## src/rtl/noc_traffic_client_if.sv

```systemverilog
// noc_traffic_client_if: credit-based multi-VC link between a traffic client and a switch leaf port
//   inj_vc_target  client->net  one-hot VC valid for inj_packet, all zero = idle
//   inj_packet     client->net  {dest[A_W-1:0], payload[D_W-1:0]}
//   inj_credit_gnt net->client  per-VC credit return, one pulse = one credit
//   ej_vc_target   net->client  one-hot VC valid for ej_packet
//   ej_packet      net->client  {dest[A_W-1:0], payload[D_W-1:0]}
//   ej_credit_gnt  client->net  per-VC credit return for ejected packets
interface noc_traffic_client_if #(
    parameter int A_W  = 2,
    parameter int D_W  = 32,
    parameter int VC_W = 2
);
    logic [VC_W-1:0]    inj_vc_target;
    logic [A_W+D_W-1:0] inj_packet;
    logic [VC_W-1:0]    inj_credit_gnt;
    logic [VC_W-1:0]    ej_vc_target;
    logic [A_W+D_W-1:0] ej_packet;
    logic [VC_W-1:0]    ej_credit_gnt;
    modport master (
        output inj_vc_target, inj_packet, ej_credit_gnt,
        input  inj_credit_gnt, ej_vc_target, ej_packet
    );
    modport slave (
        input  inj_vc_target, inj_packet, ej_credit_gnt,
        output inj_credit_gnt, ej_vc_target, ej_packet
    );
endinterface

```

## src/rtl/noc_traffic_client.sv

```systemverilog
// noc_traffic_client: synthesizable NoC leaf traffic endpoint (random injection, checked ejection)
//   clk, rst_n        clock, asynchronous active-low reset
//   en                injection enable
//   rate              inject when lfsr[7:0] < rate
//   bp_rate           withhold ejection credits when lfsr[15:8] < bp_rate
//   limit             packets to send before draining (stable outside reset)
//   bus               master side of noc_traffic_client_if (injection + ejection links)
//   sent_cnt/recv_cnt packets injected / ejected, wrapping
//   err_cnt           saturating count of credit overflows and bad ejections
//   lat_max/lat_sum   latency statistics, zero unless NOC_TRAFFIC_CLIENT_LATENCY_EN is defined
//   done              high once drained after reaching limit
// Optional feature macro: NOC_TRAFFIC_CLIENT_LATENCY_EN (timestamped payloads + latency stats).
module noc_traffic_client #(
    parameter int          N             = 2,
    parameter int          A_W           = $clog2(N) + 1,
    parameter int          D_W           = 32,
    parameter int          VC_W          = 2,
    parameter int          VC_FIFO_DEPTH = 4,
    parameter int          POSX          = 0,
    parameter logic [31:0] LFSR_SEED     = 32'hACE1_0001
) (
    input  logic                 clk,
    input  logic                 rst_n,
    input  logic                 en,
    input  logic [7:0]           rate,
    input  logic [7:0]           bp_rate,
    input  logic [31:0]          limit,
    noc_traffic_client_if.master bus,
    output logic [31:0]          sent_cnt,
    output logic [31:0]          recv_cnt,
    output logic [15:0]          err_cnt,
    output logic [15:0]          lat_max,
    output logic [47:0]          lat_sum,
    output logic                 done
);
    localparam int            CW   = $clog2(VC_FIFO_DEPTH) + 1;
    localparam logic [CW-1:0] CMAX = CW'(VC_FIFO_DEPTH - 1);
    localparam int            VW   = VC_W > 1 ? $clog2(VC_W) : 1;
    localparam int            PW   = A_W + D_W;

    typedef enum logic [1:0] {IDLE, RUN, DRAIN, DONE} state_t;

    state_t                   state_q, state_d;
    logic [31:0]              lfsr_q, lfsr_d;
    logic [VC_W-1:0][CW-1:0]  cred_q, cred_d;
    logic [VC_W-1:0][CW-1:0]  pend_q, pend_d;
    logic [VW-1:0]            last_q, last_d;
    logic [VC_W-1:0]          inj_vc_q, inj_vc_d;
    logic [PW-1:0]            pkt_q, pkt_d;
    logic [VC_W-1:0]          ejg_q, ejg_d;
    logic [31:0]              sent_q, sent_d;
    logic [31:0]              recv_q, recv_d;
    logic [15:0]              err_q, err_d;
    logic                     done_q, done_d;
    logic [VW-1:0]            pick, idx;
    logic                     found, fire, all_full, withhold, ej_any, ej_bad, snd, gnt;
    logic [A_W-1:0]           dest;
    logic [D_W-1:0]           payload;
    logic [15:0]              stamp;
    logic [7:0]               err_inc;
    logic [16:0]              err_sum;
    int                       dmod;

`ifdef NOC_TRAFFIC_CLIENT_LATENCY_EN
    logic [15:0] ts_q, ts_d, lat, lat_max_q, lat_max_d;
    logic [47:0] lat_sum_q, lat_sum_d;
    always_comb begin
        ts_d      = ts_q + 16'd1;
        lat       = ts_q - bus.ej_packet[15:0];
        lat_max_d = (ej_any && lat > lat_max_q) ? lat : lat_max_q;
        lat_sum_d = ej_any ? lat_sum_q + 48'(lat) : lat_sum_q;
    end
    always_ff @(posedge clk or negedge rst_n) begin
        if (!rst_n) begin
            ts_q      <= '0;
            lat_max_q <= '0;
            lat_sum_q <= '0;
        end else begin
            ts_q      <= ts_d;
            lat_max_q <= lat_max_d;
            lat_sum_q <= lat_sum_d;
        end
    end
    assign stamp   = ts_q;
    assign lat_max = lat_max_q;
    assign lat_sum = lat_sum_q;
`else
    assign stamp   = lfsr_q[15:0];
    assign lat_max = '0;
    assign lat_sum = '0;
`endif

    always_comb begin
        lfsr_d   = {1'b0, lfsr_q[31:1]} ^ (lfsr_q[0] ? 32'h8020_0003 : 32'h0);
        pick     = last_q;
        idx      = '0;
        found    = 1'b0;
        // round-robin: first VC with credit, searching from the one after the last used
        for (int i = 1; i <= VC_W; i++) begin
            idx = VW'((int'(last_q) + i) % VC_W);
            if (!found && cred_q[idx] != '0) begin
                pick  = idx;
                found = 1'b1;
            end
        end
        dmod     = int'(lfsr_q[31:16]) % N;
        dest     = A_W'(dmod == POSX ? (POSX + 1) % N : dmod);
        payload  = '0;
        payload[D_W-1 -: A_W] = A_W'(POSX);
        payload[15:0] = stamp;
        fire     = state_q == RUN && en && sent_q != limit && lfsr_q[7:0] < rate && found;
        inj_vc_d = fire ? VC_W'(1) << pick : '0;
        pkt_d    = fire ? {dest, payload} : pkt_q;
        last_d   = fire ? pick : last_q;
        sent_d   = sent_q + 32'(fire);
        err_inc  = '0;
        all_full = 1'b1;
        snd      = 1'b0;
        gnt      = 1'b0;
        for (int v = 0; v < VC_W; v++) begin
            snd       = fire && pick == VW'(v);
            gnt       = bus.inj_credit_gnt[v];
            cred_d[v] = cred_q[v];
            if (snd && !gnt)
                cred_d[v] = cred_q[v] - 1'b1;
            else if (!snd && gnt && cred_q[v] == CMAX)
                err_inc = err_inc + 8'd1;
            else if (!snd && gnt)
                cred_d[v] = cred_q[v] + 1'b1;
            all_full = all_full && cred_q[v] == CMAX;
        end
        ej_any   = |bus.ej_vc_target;
        // not one-hot: more than one bit set
        ej_bad   = ej_any && ((bus.ej_vc_target & (bus.ej_vc_target - 1'b1)) != '0
                   || bus.ej_packet[PW-1 -: A_W] != A_W'(POSX));
        err_inc  = err_inc + 8'(ej_bad);
        recv_d   = recv_q + 32'(ej_any);
        withhold = lfsr_q[15:8] < bp_rate;
        for (int v = 0; v < VC_W; v++) begin
            ejg_d[v]  = pend_q[v] != '0 && !withhold;
            pend_d[v] = pend_q[v];
            if (bus.ej_vc_target[v] && !ejg_d[v] && pend_q[v] == CMAX)
                err_inc = err_inc + 8'd1;
            else if (bus.ej_vc_target[v] && !ejg_d[v])
                pend_d[v] = pend_q[v] + 1'b1;
            else if (!bus.ej_vc_target[v] && ejg_d[v])
                pend_d[v] = pend_q[v] - 1'b1;
        end
        err_sum  = {1'b0, err_q} + 17'(err_inc);
        err_d    = err_sum[16] ? 16'hFFFF : err_sum[15:0];
        case (state_q)
            IDLE:    state_d = en ? RUN : IDLE;
            RUN:     state_d = sent_q == limit ? DRAIN : (en ? RUN : IDLE);
            DRAIN:   state_d = all_full ? DONE : DRAIN;
            default: state_d = DONE;
        endcase
        done_d   = state_d == DONE;
    end

    always_ff @(posedge clk or negedge rst_n) begin
        if (!rst_n) begin
            state_q  <= IDLE;
            lfsr_q   <= LFSR_SEED;
            cred_q   <= {VC_W{CMAX}};
            pend_q   <= '0;
            last_q   <= VW'(VC_W - 1);
            inj_vc_q <= '0;
            pkt_q    <= '0;
            ejg_q    <= '0;
            sent_q   <= '0;
            recv_q   <= '0;
            err_q    <= '0;
            done_q   <= 1'b0;
        end else begin
            state_q  <= state_d;
            lfsr_q   <= lfsr_d;
            cred_q   <= cred_d;
            pend_q   <= pend_d;
            last_q   <= last_d;
            inj_vc_q <= inj_vc_d;
            pkt_q    <= pkt_d;
            ejg_q    <= ejg_d;
            sent_q   <= sent_d;
            recv_q   <= recv_d;
            err_q    <= err_d;
            done_q   <= done_d;
        end
    end

    assign bus.inj_vc_target = inj_vc_q;
    assign bus.inj_packet    = pkt_q;
    assign bus.ej_credit_gnt = ejg_q;
    assign sent_cnt          = sent_q;
    assign recv_cnt          = recv_q;
    assign err_cnt           = err_q;
    assign done              = done_q;
endmodule

```

## src/flat_wrapper.sv

```systemverilog
// flat-port wrapper written by rule: the top's interface ports become plain ports
module noc_traffic_client_flat 
#(
    parameter int          N             = 2,
    parameter int          A_W           = $clog2(N) + 1,
    parameter int          D_W           = 32,
    parameter int          VC_W          = 2,
    parameter int          VC_FIFO_DEPTH = 4,
    parameter int          POSX          = 0,
    parameter logic [31:0] LFSR_SEED     = 32'hACE1_0001
)
  (clk, rst_n, en, rate, bp_rate, limit, sent_cnt, recv_cnt, err_cnt, lat_max, lat_sum, done, bus_inj_vc_target, bus_inj_packet, bus_ej_credit_gnt, bus_inj_credit_gnt, bus_ej_vc_target, bus_ej_packet);
  noc_traffic_client_if #(.A_W(A_W), .D_W(D_W), .VC_W(VC_W)) bus_i ();
  input  logic clk;
  input  logic rst_n;
  input  logic en;
  input  logic [7:0] rate;
  input  logic [7:0] bp_rate;
  input  logic [31:0] limit;
  output logic [31:0] sent_cnt;
  output logic [31:0] recv_cnt;
  output logic [15:0] err_cnt;
  output logic [15:0] lat_max;
  output logic [47:0] lat_sum;
  output logic done;
  output wire logic [$bits(bus_i.inj_vc_target)-1:0] bus_inj_vc_target;
  output wire logic [$bits(bus_i.inj_packet)-1:0] bus_inj_packet;
  output wire logic [$bits(bus_i.ej_credit_gnt)-1:0] bus_ej_credit_gnt;
  input wire logic [$bits(bus_i.inj_credit_gnt)-1:0] bus_inj_credit_gnt;
  input wire logic [$bits(bus_i.ej_vc_target)-1:0] bus_ej_vc_target;
  input wire logic [$bits(bus_i.ej_packet)-1:0] bus_ej_packet;
  assign bus_inj_vc_target = bus_i.inj_vc_target;
  assign bus_inj_packet = bus_i.inj_packet;
  assign bus_ej_credit_gnt = bus_i.ej_credit_gnt;
  assign bus_i.inj_credit_gnt = bus_inj_credit_gnt;
  assign bus_i.ej_vc_target = bus_ej_vc_target;
  assign bus_i.ej_packet = bus_ej_packet;
  noc_traffic_client #(.N(N), .A_W(A_W), .D_W(D_W), .VC_W(VC_W), .VC_FIFO_DEPTH(VC_FIFO_DEPTH), .POSX(POSX), .LFSR_SEED(LFSR_SEED)) u_core (.clk(clk), .rst_n(rst_n), .en(en), .rate(rate), .bp_rate(bp_rate), .limit(limit), .bus(bus_i), .sent_cnt(sent_cnt), .recv_cnt(recv_cnt), .err_cnt(err_cnt), .lat_max(lat_max), .lat_sum(lat_sum), .done(done));
endmodule
```

## config.mk

```make
export PLATFORM = sky130hd
export DESIGN_NAME = noc_traffic_client_flat
export DESIGN_NICKNAME = d
export VERILOG_FILES = /design/src/rtl/noc_traffic_client_if.sv /design/src/rtl/noc_traffic_client.sv /design/src/flat_wrapper.sv
export SDC_FILE = /design/constraint.sdc
export NUM_CORES = 1
export LEC_CHECK = 0
export BUFFER_PORTS_ARGS = -buffer_cell sky130_fd_sc_hd__buf_2
export CAP_MARGIN = 20
export CORE_ASPECT_RATIO = 0.9
export CORE_UTILIZATION = 37
export DETAILED_ROUTE_END_ITERATION = 6
export REMOVE_ABC_BUFFERS = 1
export SYNTH_ARGS = -nofsm -noshare
export SYNTH_HDL_FRONTEND = slang
export SYNTH_SLANG_ARGS = --single-unit
```

## constraint.sdc

```tcl
create_clock -name clk -period 6.6 [get_ports clk]
set_input_delay 0.33 -clock clk [delete_from_list [all_inputs] [get_ports clk]]
set_output_delay 0.33 -clock clk [all_outputs]
set_load 0.02 [all_outputs]
```

==> flow_summary.yaml <==
synthesis:
  yosysSeqAreaShare_pct: 47.32
  synth_area_leaders: "dfrtp_1 (43%), xnor2_1 (10%), buf_4 (7.8%), ha_1 (4.9%), dfstp_2 (4.6%)"
  synth_ff_type: "dfrtp_1"
  netlist.top_cell.by_area: "dfrtp_1"
  ys_types: 50
  synthCells: 738
  synth_seq_cells: 149
  async_flop_share_pct: 100.0
  yosys_warnings: 0
  synth_edf_count: 0
  yosysTopAreaCellShare_pct: 42.67
  synth_area_um2: 7916
  synth_area_per_cell_um2: 10.73
timing:
  slew_viol_final: 0
  timing.final.crit_share_pct: 90.97
  maxSlewHeadroom_pct: 35.50
  setup_tns_ps: 0
  max_freq_mhz: 166.6
  hold_viol_final: 0
  setup_viol: 0
  period_minus_slack_ps: 6004
  whs_ps: 233.2
  fin_skew_ps: 13.82
  rsz0062_at_grt: "false"
  tightest_slew_ps: 959.3
floorplan:
  pin_count: 272
  rows: 50
  dieArea_um2: 21990
  dieHeight_um: 140.8
  initial_core_util_pct: 37.89
  die_w_um: 156.2
  coreArea_um2: 20900
cells_and_area:
  finalNonFillerCells: 1200
  layout-drive-gt1-share_pct: 26.81
  final_nets: 1027
  multi_input_comb_area_um2: 3685
  fill_cells: 2064
  synthToLayoutAreaGrowth_pct: 18.52
  seq_area_um2: 3746
  antenna_cells: 0
  post-route-cell-area_um2: 9383
place:
  place_hpwl_mm: 11.82
  port_buffers: 158
  routabilityCongestion: 0.7740
  dpl_cell_area_um2: 8711
  dp.cells: 1167
run:
  maxCapViolations: 0
worst_setup_path:
  crit_fanout: 6
  cp_data_required_time_ps: 6910
  path_class: "reg2reg"
  worstPathArrival_ps: 6320
  end_kind: "flip-flop"
  rr_worst_depth: 25
  start_kind: "flip-flop"
pwr:
  power_mw: 2.926
  power.leakage_nw: 4.720
  seqPwrFrac_pct: 40.2
  switchingPower_mw: 1.029
  ir_drop_uv: 204.7
  power.density_nw_per_um2: 311.9
  cell_internal_pwr_mw: 1.897
  pwr-share-clk_pct: 34.2
  pwr-share-comb_pct: 25.6
  swShare_pct: 35.16
clock_tree:
  cts.sinks: 149
  cts_tree: "built"
  clockRootBuffer: "clkbuf_16"
  h-tree-depth: 4
  cts.path.max_buffers: 2
  cts_buffers: 17
  worstSkewPairLatency_ps: 420
  clkTransAtPathRegs_ps: 70
  post-cts-setup-buffers: 0
detailed_routing:
  vias: 5393
  vias_per_cell: 4.494
  drc: 0
  wl_mm: 16.20
  antenna_left: 0
  wire_per_inst_um: 13.50
  drtIter0Drc: 234
  drt_first_pass_iters: 4
grt:
  grt_pass1_wl_mm: 25.87
  grt_pass1_vias: 5074
  grt_max_degree: 81
  antenna_found_initial: 1
  track_usage_pct: 15.00
  gr-total-overflow: 0
min_path:
  hold_depth: 3
  hold_path.class: "in2reg"
run_status:
  status: "finished, final reports clean"
[path summary, 6_finish.rpt]
kind / from / endpoint / slack (ps)
min in group asynchronous: rst_n / u_core.recv_cnt[21]$_DFF_PN0_ / 540
max: u_core.lfsr_q[5]$_DFF_PN0_ / u_core.err_cnt[12]$_DFF_PN0_ / 600
min reg2reg: u_core.lfsr_q[20]$_DFF_PN0_ / u_core.lfsr_q[19]$_DFF_PN0_ / 340
max reg2reg: u_core.lfsr_q[5]$_DFF_PN0_ / u_core.err_cnt[12]$_DFF_PN0_ / 600
max in group asynchronous: rst_n / u_core.bus.inj_packet[11]$_DFFE_PN0P_ / 4700
min: en / u_core.state_q[0]$_DFF_PN0_ / 230
[cells in the final DEF (no fill, tap or decap), types with 3 or more instances in the layout]
cell type / netlist / final
a21o_1: 3 / 3
a21oi_1: 7 / 7
and3_1: 16 / 16
and4_1: 9 / 9
buf_2: 3 / 157
buf_4: 82 / 4
clkbuf_16: 0 / 17
clkinv_8: 0 / 4
conb_1: 1 / 81
dfrtp_1: 135 / 135
dfstp_2: 14 / 14
fa_1: 6 / 6
ha_1: 31 / 31
inv_1: 35 / 35
inv_8: 0 / 7
mux2_2: 23 / 23
mux2i_1: 5 / 5
nand2_1: 57 / 57
nand2b_1: 11 / 11
nand3_1: 32 / 32
nand3b_1: 3 / 3
nand4_1: 25 / 25
nor2_1: 26 / 26
nor2b_1: 5 / 5
nor3_1: 13 / 13
o2111ai_1: 4 / 3
o211ai_1: 7 / 7
o21a_1: 7 / 7
o21ai_0: 22 / 22
or2_2: 4 / 4
or3_1: 4 / 4
xnor2_1: 91 / 91
xor2_1: 18 / 18
[worst max-delay path, stage by stage (launching register included)]
cell and delay, ps:
dfrtp_1 400, ha_1 300, a21oi_1 150, nor2b_1 60
o21ai_0 190, nor4b_2 280, nand3_1 180, or2_2 320
ha_1 180, nor3b_2 170, ha_1 280, mux2_2 260
ha_1 310, inv_1 120, fa_1 440, mux2i_1 240
ha_1 190, nand2_1 80, xnor2_1 190, ha_1 270
nor2b_1 150, o21ai_0 210, a21boi_0 120, buf_4 170
o211ai_1 270, mux2_2 370
[cells by family (layout without fill, tap and decap cells)]
kind of cell             after synthesis  count (layout)  synth area share [%]
AND/OR/NAND/NOR                      214             214                 14.10
adder cells (fa/ha/maj)               37              37                 6.417
AO/OA/AOI/OAI                         66              66                 5.769
other                                  1              81               0.04737
multiplexers                          28              28                 3.904
buffers and inverters                134             230                 10.38
flip-flops                           149             149                 47.32
XOR/XNOR                             109             109                 12.06
[registers in the layout (all words and copies together), names as in the netlist, 6 cells and up]
| name | count |
|---|---|
| u_core.lfsr_q | 32 |
| u_core.recv_cnt | 32 |
| u_core.err_cnt | 16 |
| u_core.cred_q | 6 |
| u_core.pend_q | 6 |
| u_core.bus.inj_packet | 17 |
| u_core.sent_cnt | 32 |
[cell usage after synthesis, types with 5 or more instances]
library cell  instances
clkbuf_1             12
inv_1                35
dfrtp_1             135
o21ai_0              22
nand3_1              32
fa_1                  6
xnor2_1              91
nand4_1              25
o211ai_1              7
xor2_1               18
mux2_2               23
nor2b_1               5
and4_1                9
a21oi_1               7
buf_4                82
ha_1                 31
mux2i_1               5
o21a_1                7
dfstp_2              14
and3_1               16
nor3_1               13
nand2b_1             11
nand2_1              57
nor2_1               26
[routing by layer]
metal	vias up	part of all wire, %	track usage (%)	wire length [µm]
li1	2670	-	-	-
met1	2576	48	20.70	7820
met2	130	46	23.17	7434
met3	15	4.6	3.812	745
met4	2	1.2	4.334	189
met5	-	0.049	0	8
[stage by stage]
stage	worst slack, ps	util (%)
finish	596.1	44.90
global route	24.40	44.90
detailed placement	321.3	41.69
CTS	267.6	44.73
floorplan	226.5	-
global placement	399.2	41.69
[power by group through the flow]
| stage | Clock [mW] | Combinational (mW) | Sequential [mW] |
|---|---|---|---|
| after global routing | 1.07 | 0.846 | 1.20 |
| after floorplan | 0 | 0.468 | 1.24 |
| final | 1.00 | 0.749 | 1.18 |
| after detailed placement | 0 | 0.745 | 1.19 |
| after CTS | 1.04 | 0.752 | 1.18 |
| after global placement | 0 | 0.733 | 1.19 |
[area by class of cell]
cell class,instances,share of cell area [%]
tap,286,3.814
clock inverter,15,2.134
sequential,149,39.93
inverter,35,1.400
multi-input combinational,535,39.27
clock buffer,17,4.534
timing repair buffer,163,8.921
[what timing repair did]
action / 4_1_cts / 5_1_grt
hold endpoints to repair: 30 / 0
setup endpoints to repair: 0 / 15
gates resized for setup: 0 / 6
hold buffers: 1 / 0
Power figures use the tool's default switching activity.
